### config.mk
export PLATFORM = sky130hd
export DESIGN_NAME = mdu_iter
export DESIGN_NICKNAME = d
export VERILOG_FILES = /design/src/rtl/mdu_iter.sv
export SDC_FILE = /design/constraint.sdc
export NUM_CORES = 2
export LEC_CHECK = 0
export CORE_MARGIN = 2
export CORE_UTILIZATION = 38
export CTS_CLUSTER_DIAMETER = 100
export DETAILED_ROUTE_END_ITERATION = 6
export MAX_ROUTING_LAYER = met4
export SYNTH_ARGS = -nofsm -noshare
export SYNTH_HDL_FRONTEND = slang
export SYNTH_SLANG_ARGS = --single-unit
### constraint.sdc
create_clock -name clk -period 7 [get_ports clk]
set_input_delay 1.05 -clock clk [delete_from_list [all_inputs] [get_ports clk]]
set_output_delay 1.05 -clock clk [all_outputs]
set_load 0.02 [all_outputs]
### src/rtl/mdu_iter.sv
`default_nettype none
// ============================================================================
// Module   : mdu_iter
// Brief    : Iterative RV64M multiply/divide unit, one result bit per cycle
//            (shift-add multiply, restoring divide), single op in flight.
// Revision : 1.0 - initial release
// ============================================================================
module mdu_iter #(
    parameter int XLEN = 64,
    parameter int OP_W = 4
) (
    input  logic            clk,
    input  logic            resetn,
    input  logic            in_valid,
    output logic            in_ready,
    input  logic [OP_W-1:0] op,
    input  logic [XLEN-1:0] a,
    input  logic [XLEN-1:0] b,
    input  logic            flush,
    output logic            out_valid,
    input  logic            out_ready,
    output logic [XLEN-1:0] c
);

    localparam logic [1:0] c_S_IDLE = 2'd0;
    localparam logic [1:0] c_S_BUSY = 2'd1;
    localparam logic [1:0] c_S_DONE = 2'd2;

    localparam logic [XLEN-1:0] c_MIN64 = {1'b1, {(XLEN-1){1'b0}}};
    localparam logic [XLEN-1:0] c_MIN32 = {{(XLEN-31){1'b1}}, 31'b0};

    function automatic logic [XLEN-1:0] sext32(input logic [31:0] v);
        return {{(XLEN-32){v[31]}}, v};
    endfunction

    logic [1:0]      r_state;
    logic [1:0]      w_state_nxt;
    logic [6:0]      r_cnt;
    logic [XLEN-1:0] r_acc;    // product accumulator / partial remainder
    logic [XLEN-1:0] r_x;      // multiplicand / divisor magnitude
    logic [XLEN-1:0] r_y;      // multiplier / dividend-quotient shift register
    logic            r_is_mul;
    logic            r_is_w;
    logic            r_is_rem;
    logic            r_neg_q;
    logic            r_neg_r;
    logic [XLEN-1:0] r_c;

    // ---------------- request decode ----------------
    logic            w_accept;
    logic            w_is_mul;
    logic            w_is_w;
    logic            w_is_sgn;
    logic            w_is_rem;
    logic            w_op_ok;
    logic [XLEN-1:0] w_a_ext;
    logic [XLEN-1:0] w_b_ext;
    logic            w_a_neg;
    logic            w_b_neg;
    logic [XLEN-1:0] w_a_mag;
    logic [XLEN-1:0] w_b_mag;
    logic            w_b_zero;
    logic            w_ovf;
    logic            w_special;
    logic [XLEN-1:0] w_spec_res;

    assign w_accept = (r_state == c_S_IDLE) && in_valid && !flush;
    assign w_is_mul = (op == OP_W'(0)) || (op == OP_W'(1));
    assign w_is_w   = (op == OP_W'(1)) || ((op >= OP_W'(6)) && (op <= OP_W'(9)));
    assign w_is_sgn = (op == OP_W'(2)) || (op == OP_W'(4)) || (op == OP_W'(6)) || (op == OP_W'(8));
    assign w_is_rem = (op == OP_W'(4)) || (op == OP_W'(5)) || (op == OP_W'(8)) || (op == OP_W'(9));
    assign w_op_ok  = (op <= OP_W'(9));

    assign w_a_ext  = !w_is_w ? a : ((w_is_sgn || w_is_mul) ? sext32(a[31:0]) : {{(XLEN-32){1'b0}}, a[31:0]});
    assign w_b_ext  = !w_is_w ? b : ((w_is_sgn || w_is_mul) ? sext32(b[31:0]) : {{(XLEN-32){1'b0}}, b[31:0]});
    assign w_a_neg  = w_is_sgn && w_a_ext[XLEN-1];
    assign w_b_neg  = w_is_sgn && w_b_ext[XLEN-1];
    assign w_a_mag  = w_a_neg ? -w_a_ext : w_a_ext;
    assign w_b_mag  = w_b_neg ? -w_b_ext : w_b_ext;
    assign w_b_zero = (w_b_ext == '0);
    assign w_ovf    = w_is_sgn && (w_a_ext == (w_is_w ? c_MIN32 : c_MIN64)) && (&w_b_ext);

    // Cases resolved at accept time, without iterating.
    assign w_special = !w_op_ok || (!w_is_mul && (w_b_zero || w_ovf));

    always_comb begin
        w_spec_res = '0;
        if (w_op_ok && !w_is_mul) begin
            if (w_b_zero)
                w_spec_res = w_is_rem ? (w_is_w ? sext32(a[31:0]) : a) : '1;
            else if (w_ovf)
                w_spec_res = w_is_rem ? '0 : w_a_ext;
        end
    end

    // ---------------- one iteration ----------------
    logic [XLEN:0]   w_sh;
    logic [XLEN:0]   w_diff;
    logic            w_ge;
    logic [XLEN-1:0] w_acc_nxt;
    logic [XLEN-1:0] w_x_nxt;
    logic [XLEN-1:0] w_y_nxt;

    assign w_sh   = {r_acc, r_y[XLEN-1]};
    assign w_diff = w_sh - {1'b0, r_x};
    assign w_ge   = !w_diff[XLEN];

    always_comb begin
        if (r_is_mul) begin
            w_acc_nxt = r_acc + (r_y[0] ? r_x : '0);
            w_x_nxt   = r_x << 1;
            w_y_nxt   = r_y >> 1;
        end else begin
            w_acc_nxt = w_ge ? w_diff[XLEN-1:0] : w_sh[XLEN-1:0];
            w_x_nxt   = r_x;
            w_y_nxt   = {r_y[XLEN-2:0], w_ge};
        end
    end

    // ---------------- result finalisation ----------------
    logic [XLEN-1:0] w_q;
    logic [XLEN-1:0] w_q_s;
    logic [XLEN-1:0] w_r_s;
    logic [XLEN-1:0] w_sel;
    logic [XLEN-1:0] w_final;

    // W dividends were pre-shifted into the top half, so the quotient lands in the low 32 bits.
    assign w_q     = r_is_w ? {{(XLEN-32){1'b0}}, w_y_nxt[31:0]} : w_y_nxt;
    assign w_q_s   = r_neg_q ? -w_q : w_q;
    assign w_r_s   = r_neg_r ? -w_acc_nxt : w_acc_nxt;
    assign w_sel   = r_is_mul ? w_acc_nxt : (r_is_rem ? w_r_s : w_q_s);
    assign w_final = r_is_w ? sext32(w_sel[31:0]) : w_sel;

    // ---------------- control FSM ----------------
    always_ff @(posedge clk or negedge resetn) begin
        if (!resetn)
            r_state <= c_S_IDLE;
        else
            r_state <= w_state_nxt;
    end

    always_comb begin
        w_state_nxt = r_state;
        in_ready    = 1'b0;
        out_valid   = 1'b0;
        case (r_state)
            c_S_IDLE: begin
                in_ready = 1'b1;
                if (w_accept)
                    w_state_nxt = w_special ? c_S_DONE : c_S_BUSY;
            end
            c_S_BUSY: begin
                if (r_cnt == 7'd1)
                    w_state_nxt = c_S_DONE;
            end
            c_S_DONE: begin
                out_valid = 1'b1;
                if (out_ready)
                    w_state_nxt = c_S_IDLE;
            end
            default: w_state_nxt = c_S_IDLE;
        endcase
        if (flush)
            w_state_nxt = c_S_IDLE;
    end

    // ---------------- datapath ----------------
    always_ff @(posedge clk or negedge resetn) begin
        if (!resetn) begin
            r_cnt    <= '0;
            r_acc    <= '0;
            r_x      <= '0;
            r_y      <= '0;
            r_is_mul <= 1'b0;
            r_is_w   <= 1'b0;
            r_is_rem <= 1'b0;
            r_neg_q  <= 1'b0;
            r_neg_r  <= 1'b0;
            r_c      <= '0;
        end else if (w_accept) begin
            r_cnt    <= w_is_w ? 7'd32 : 7'd64;
            r_acc    <= '0;
            r_is_mul <= w_is_mul;
            r_is_w   <= w_is_w;
            r_is_rem <= w_is_rem;
            r_neg_q  <= w_a_neg ^ w_b_neg;
            r_neg_r  <= w_a_neg;
            if (w_is_mul) begin
                r_x <= w_a_ext;
                r_y <= w_b_ext;
            end else begin
                r_x <= w_b_mag;
                r_y <= w_is_w ? {w_a_mag[31:0], {(XLEN-32){1'b0}}} : w_a_mag;
            end
            if (w_special)
                r_c <= w_spec_res;
        end else if ((r_state == c_S_BUSY) && !flush) begin
            r_cnt <= r_cnt - 7'd1;
            r_acc <= w_acc_nxt;
            r_x   <= w_x_nxt;
            r_y   <= w_y_nxt;
            if (r_cnt == 7'd1)
                r_c <= w_final;
        end
    end

    assign c = r_c;

endmodule
`default_nettype wire

Word level (Yosys, flattened, before mapping)
Cells that the tools add are included.
{ "totals": {"ff_bits": 270, "out_inout_bits": 66, "in_bits": 137, "word_cells": 119} }
{ "classes": {"muxes": 48, "bitwise": 1, "reduce_logical": 35, "addsub": 7, "n_eq_ne": 15, "magnitude_cmp": 2} }
{ "ops": {"columns": ["operator", "count"], "rows": [
  ["$mux W64", 36],
  ["$neg A64 Y64", 4],
  ["$sub A65 B64 Y65", 1],
  ["$add A64 B64 Y64", 1],
  ["$eq A64 B64 Y1", 1],
  ["$logic_not A64 Y1", 1],
  ["$reduce_and A64 Y1", 1],
  ["$mux W63", 1],
  ["$mux W7", 3],
  ["$eq A4 B3 Y1 const B", 3],
  ["$logic_or A1 B1 Y1", 11],
  ["$logic_and A1 B1 Y1", 10],
  ["$mux W2", 5],
  ["$eq A4 B4 Y1 const B", 2],
  ["$eq A7 B1 Y1 const B", 1],
  ["$sub A7 B1 Y7 const B", 1],
  ["$ne A3 B3 Y1 const B", 2],
  ["$pmux W2 S3", 1],
  ["$reduce_and A3 Y1", 2],
  ["$reduce_bool A2 Y1", 3],
  ["$eq A4 B1 Y1 const B", 1],
  ["$eq A4 B2 Y1 const B", 1],
  ["$ge A4 B3 Y1 const B", 1],
  ["$le A4 B4 Y1 const B", 1],
  ["other kinds (10)", 14]
]} }

Longest topological paths before layout
{ "depth": {"ltp_word": 17, "depth_mapped": 28, "depth_no_buf": 27} }

Worst setup path after synthesis
Ideal clock, no wire load.
{ "synth_timing": {"kind": "reg-to-reg", "startpoint": "reg r_is_mul", "endpoint": "reg r_c[60] (netlist: c[60])", "n_path_buf": 10, "setup_ps": 77, "required_time_ps": 6923, "path_stages_with_launch": 27, "period_less_slack_ps": 6100, "arrival_ps": 6023, "path_slack_ps": 900, "cell_sequence": "dfrtp_1 -> buf_2 -> buf_2 -> buf_2 -> buf_2 -> buf_2 -> buf_2 -> buf_1 -> buf_2 -> buf_2 -> buf_1 -> mux2i_1 -> ha_1 -> nand4_1 -> or2_2 -> or2_2 -> nor2_1 -> nand3_1 -> or3_1 -> o21bai_1 -> o21bai_1 -> o41ai_1 -> xnor2_1 -> o21ai_0 -> a211oi_1 -> o21ai_1 -> a21oi_1"} }
{ "synth_between": {"elab_chain_len": 10, "elab_cells_between_ends": 13, "cone_classes": "add/sub: 2; mux: 11"} }
{ "synth_rtl": {"columns": ["element", "line", "rtl"], "rows": [
  ["from (decl)", "42", "logic r_is_mul;"],
  ["from (signal assigned)", "183", "r_is_mul <= w_is_mul;"],
  ["$mux W64", "109", "if (r_is_mul) begin"],
  ["$mux W64", "128", "assign w_q = r_is_w ? {{(XLEN-32){1'b0}}, w_y_nxt[31:0]} : w_y_nxt;"],
  ["$neg A64 Y64", "129", "assign w_q_s = r_neg_q ? -w_q : w_q;"],
  ["$mux W64", "129", null],
  ["$mux W64", "131", "assign w_sel = r_is_mul ? w_acc_nxt : (r_is_rem ? w_r_s : w_q_s);"],
  ["$mux W64 (*)", "131", null],
  ["$mux W64 (*)", "132", "assign w_final = r_is_w ? sext32(w_sel[31:0]) : w_sel;"],
  ["$mux W64 (*)", "202", "if (r_cnt == 7'd1)"],
  ["$mux W64 (*)", "197", "end else if ((r_state == c_S_BUSY) && !flush) begin"],
  ["$mux W64 (*)", "180", "end else if (w_accept) begin"],
  ["to (signal assigned)", "196", "r_c <= w_spec_res;"],
  ["to (signal assigned)", "203", "r_c <= w_final;"],
  ["to (decl)", "47", "logic [XLEN-1:0] r_c;"]
]} }
Mark *: on every way between the ends. The rest lies on a longest branch, timed or not. The select of a mux whose other input is x is not followed.
A chain may end at the register's enable or synchronous reset.

Final worst setup path
{ "layout_timing": {"startpoint": "reg r_y[0]", "endpoint": "reg r_c[63] (netlist: c[63])"} }
{ "layout_between": {"elab_chain_len": 11, "elab_cells_between_ends": 15, "cone_classes": "add/sub: 3; mux: 12"} }
{ "layout_rtl": {"columns": ["element", "line", "rtl"], "rows": [
  ["from (decl)", "41", "logic [XLEN-1:0] r_y;"],
  ["from (signal assigned)", "190", "r_y <= w_b_ext;"],
  ["from (signal assigned)", "193", "r_y <= w_is_w ? {w_a_mag[31:0], {(XLEN-32){1'b0}}} : w_a_mag;"],
  ["from (signal assigned)", "201", "r_y <= w_y_nxt;"],
  ["$mux W64", "110", "w_acc_nxt = r_acc + (r_y[0] ? r_x : '0);"],
  ["$add A64 B64 Y64", "110", null],
  ["$mux W64", "109", null],
  ["$neg A64 Y64", "130", "assign w_r_s = r_neg_r ? -w_acc_nxt : w_acc_nxt;"],
  ["$mux W64", "130", null],
  ["$mux W64", "131", null],
  ["$mux W64 (*)", "131", null],
  ["$mux W64 (*)", "132", null],
  ["$mux W64 (*)", "202", null],
  ["$mux W64 (*)", "197", null],
  ["$mux W64 (*)", "180", null]
]} }
Marks and branches as above.

==> flow_summary.json <==
{
  "worst_setup_hold_path_clk_slew_ps": 70,
  "p_sw_mw": 7.35,
  "start_kind": "register",
  "start_util_pct": 38.2,
  "preCtsSetupSlack_ps": 493,
  "htreeDepth": 1,
  "gp_congestion": 1.04,
  "timing.final.hold_violations": 0,
  "postSynth.topFlopCell": "dfrtp_1",
  "placement_stage_cell_area_sq_um": 36900,
  "cts_hold_repair.buffers": 0,
  "skew_ps": 37.1,
  "cts_setup_buffers": 0,
  "design_area_sq_um": 38000,
  "first_global_vias": 36188,
  "die_h_microns": 301,
  "comb_power_share_pct": 66.6,
  "routed_via_density": 6.57,
  "cts_tree": "yes",
  "maximum_number_of_pins_on_one_net_before_global_route_repair": 150,
  "setup_violations": 0,
  "post_drt_wl_per_cell_microns": 28.1,
  "post-route-min-period_ps": 6710,
  "synth_top_family_by_area": "compound AO/OA/AOI/OAI gates",
  "mappedNetlistNets": 5045,
  "final_nets": 5069,
  "synth_sequential_area_ratio_pct": 20.1,
  "power_density_nw_per_um2": 357,
  "root_buffer_selected_by_cts": "clkbuf_16",
  "die-area_sq_um": 90900,
  "clock_power_share_pct": 12.5,
  "power.static_leakage_nw": 14.7,
  "io_pins": 203,
  "post_cts_resized": 0,
  "worst_ep_required_time_ps": 7480,
  "count_of_flip_flops_with_a_built_in_enable_after_synthesis": 0,
  "synth_cell_type_count": 120,
  "mux_share_of_post_synthesis_cell_area_pct": 2.30,
  "dp_hpwl_mm": 133,
  "globalRouteMet2Util_pct": 52.7,
  "yosys.area_share.xor_xnor_pct": 7.97,
  "drc": 2,
  "postSynthCellCount": 4772,
  "data_arrival_time_at_the_worst_slack_endpoint_ps": 7200,
  "share_seq_of_total_power_pct": 20.9,
  "drt_first_iter_violations": 5543,
  "syn-cell-area_sq_um": 33600,
  "fin_setup_tns_ps": 0,
  "fin_crit_share_pct": 95.9,
  "clock_sinks": 270,
  "flow.area_growth_from_synthesis_pct": 12.9,
  "postLayoutSetupSlackWorst_ps": 290,
  "timing.hold.ws_ps": 395,
  "synthesized_area_fraction_occupied_by_ao_oa_aoi_and_oai_cells_pct": 34.1,
  "buffers_added_on_ports": 202,
  "post_route_utilization_pct": 43.1,
  "synthArstFlopShare_pct": 100,
  "layout-drive-gt1-share_pct": 7.12,
  "timing.max_slew.rel_slack_pct": 9.12,
  "clk_latency_ps": 630,
  "grt.met1_usage_pct": 49.8,
  "synthAdderAreaFrac_pct": 5.18,
  "outcome": "finished with violations",
  "maxClockFrequency_mhz": 149,
  "gr-usage-met3_pct": 6.20,
  "worst_hold_path_type": "input pin to asynchronous set/reset pin",
  "internal_power_mw": 6.21,
  "grt_first_pass_wirelength_mm": 244,
  "die_width_microns": 301,
  "cts-root-to-sink-buffers": 3,
  "rsz0062_at_grt": "false",
  "failed_checks": "DRC",
  "global_route.peak_usage_layer": "met2",
  "sw_frac_of_total_pct": 54.2,
  "path_class": "register to register",
  "synthDominantCellAreaShare_pct": 20.1,
  "placeableCoreArea_sq_um": 88100,
  "power.total_mw": 13.6,
  "synth_area_per_cell_sq_um": 7.05,
  "synth_area_leaders": "dfrtp_1 (20%), a21oi_1 (7.3%), o21ai_0 (6.6%)",
  "drv_cap": 0,
  "yosys_register_bits": 270,
  "ys_warn_count": 0,
  "rows": 109,
  "report.final.slew_viol_count": 0,
  "synth_simple_gate_area_share_pct": 24.2,
  "router_iterations_before_antenna_repair": 7,
  "detail-route-antenna-nets": 0,
  "groute.usage.overall_pct": 36.7,
  "cts_made_buffers": 31,
  "placed_cells_incl_taps": 5928,
  "grt_overflow_total": 0,
  "tightest_slew_ps": 1360,
  "number_of_antenna_violations_at_the_first_check_in_global_routing": 4,
  "netlist.top_cell.by_area": "dfrtp_1",
  "largest_fanout_of_any_net_on_the_critical_path": 12,
  "stdcell_count": 5987,
  "power.ir.vdd_worst_mv": 0.231,
  "wirelength_mm": 168,
  "route.vias.total": 39334,
  "worst_setup_path_end_kind": "register"
}
==> final cells by class <==
type / count / area [sq um]
fill: 9341 / 50200
multi-input combinational: 3997 / 24900
sequential: 270 / 6770
timing repair buffer: 365 / 3310
tap: 1165 / 1460
clock buffer: 44 / 885
inverter: 131 / 493
clock inverter: 12 / 121
antenna: 3 / 7.51
==> cells in the mapped netlist, types with 12 or more instances <==
library cell / n
a211o_1: 12
a211oi_1: 153
a21o_1: 58
a21oi_1: 489
a21oi_2: 14
a221oi_1: 30
a22o_1: 42
a311oi_1: 28
a31oi_1: 80
and2_1: 89
and3_1: 25
and4_1: 12
buf_1: 29
buf_2: 56
clkbuf_1: 270
dfrtp_1: 270
ha_1: 134
inv_1: 128
mux2i_1: 69
nand2_1: 535
nand2b_1: 31
nand3_1: 91
nand4_1: 107
nor2_1: 451
nor2b_1: 27
nor3_1: 120
nor4_1: 47
o211ai_1: 94
o21a_1: 30
o21ai_0: 442
o21ai_1: 20
o21bai_1: 26
o221ai_1: 16
o22ai_1: 19
o311ai_0: 13
o31ai_1: 55
o41ai_1: 17
or2_2: 28
or3_1: 39
or4_1: 24
xnor2_1: 168
xor2_1: 138
==> logic make-up (layout without fill, tap and decap cells) <==
family	Yosys count	count (layout)
AOI/OAI and AO/OA	1781	1781
other	0	3
buffers and inverters	505	552
and+or+nand+nor	1696	1696
xor gates and xnor gates	306	306
muxes	76	76
adders and majority gates	138	138
DFF	270	270
==> layer usage <==
| layer | up-vias | part of all wire, % |
|---|---|---|
| li1 | 17683 | - |
| met1 | 18944 | 42 |
| met2 | 2312 | 42 |
| met3 | 395 | 10 |
| met4 | 0 | 6.0 |
| met5 | - | 0 |
==> cells in the final DEF (no fill, tap or decap), types with 27 or more instances in the layout <==
cell type	n
nand2_1	533
a21oi_1	487
nor2_1	446
o21ai_0	440
dfrtp_1	265
clkdlybuf4s50_1	201
xnor2_1	168
buf_4	158
a211oi_1	152
xor2_1	138
ha_1	134
inv_1	127
nor3_1	119
nand4_1	107
o211ai_1	94
nand3_1	91
and2_1	88
a31oi_1	80
mux2i_1	69
a21o_1	58
o31ai_1	55
nor4_1	47
a22o_1	42
or3_1	39
nand2b_1	31
clkbuf_16	31
o21a_1	30
a221oi_1	30
or2_2	28
a311oi_1	28
nor2b_1	27
==> flip-flops by register name, indices dropped and copies added (netlist names) <==
register,cells
r_is_mul,1
r_x,64
c,64
r_is_rem,1
r_y,64
r_is_w,1
r_state,2
r_cnt,7
r_neg_r,1
r_neg_q,1
r_acc,64
==> power groups by stage <==
stage                     logic (mW)  clock network [mW]  registers [mW]
after floorplan                 5.77                   0            2.63
after global routing            9.63                1.75            2.89
final                           9.03                1.69            2.84
after CTS                       8.74                1.70            2.79
after detailed placement        8.68                   0            2.81
after global placement          8.70                   0            2.79
==> worst paths after layout <==
check | from | endpoint | slack, ps | cells after the start
min in group clk | r_cnt[5]$_DFFE_PN0P_ | r_cnt[5]$_DFFE_PN0P_ | 520 | 2
setup reg to reg | r_y[0]$_DFFE_PN0P_ | c[63]$_DFFE_PN0P_ | 290 | 19
hold reg to reg | r_cnt[5]$_DFFE_PN0P_ | r_cnt[5]$_DFFE_PN0P_ | 520 | 2
hold / removal | resetn | r_x[3]$_DFFE_PN0P_ | 390 | 1
setup / recovery | r_y[0]$_DFFE_PN0P_ | c[63]$_DFFE_PN0P_ | 290 | 19
max in group asynchronous | resetn | r_is_mul$_DFFE_PN0P_ | 5230 | 2
==> worst max-delay path: stages, from the launching register on <==
cell	delay [ps]
dfrtp_2	510
and2_1	230
ha_1	280
a21oi_1	110
nand4b_1	480
a211oi_2	610
o21ai_0	420
a311oi_1	900
o21ai_0	220
nand3b_1	270
o311ai_0	240
a211oi_1	330
nand4_1	240
nor2_1	240
nand4_1	170
or3_4	450
o31ai_2	330
buf_4	180
mux2i_1	240
a31oi_1	130
(Power assumes the default switching activity.)
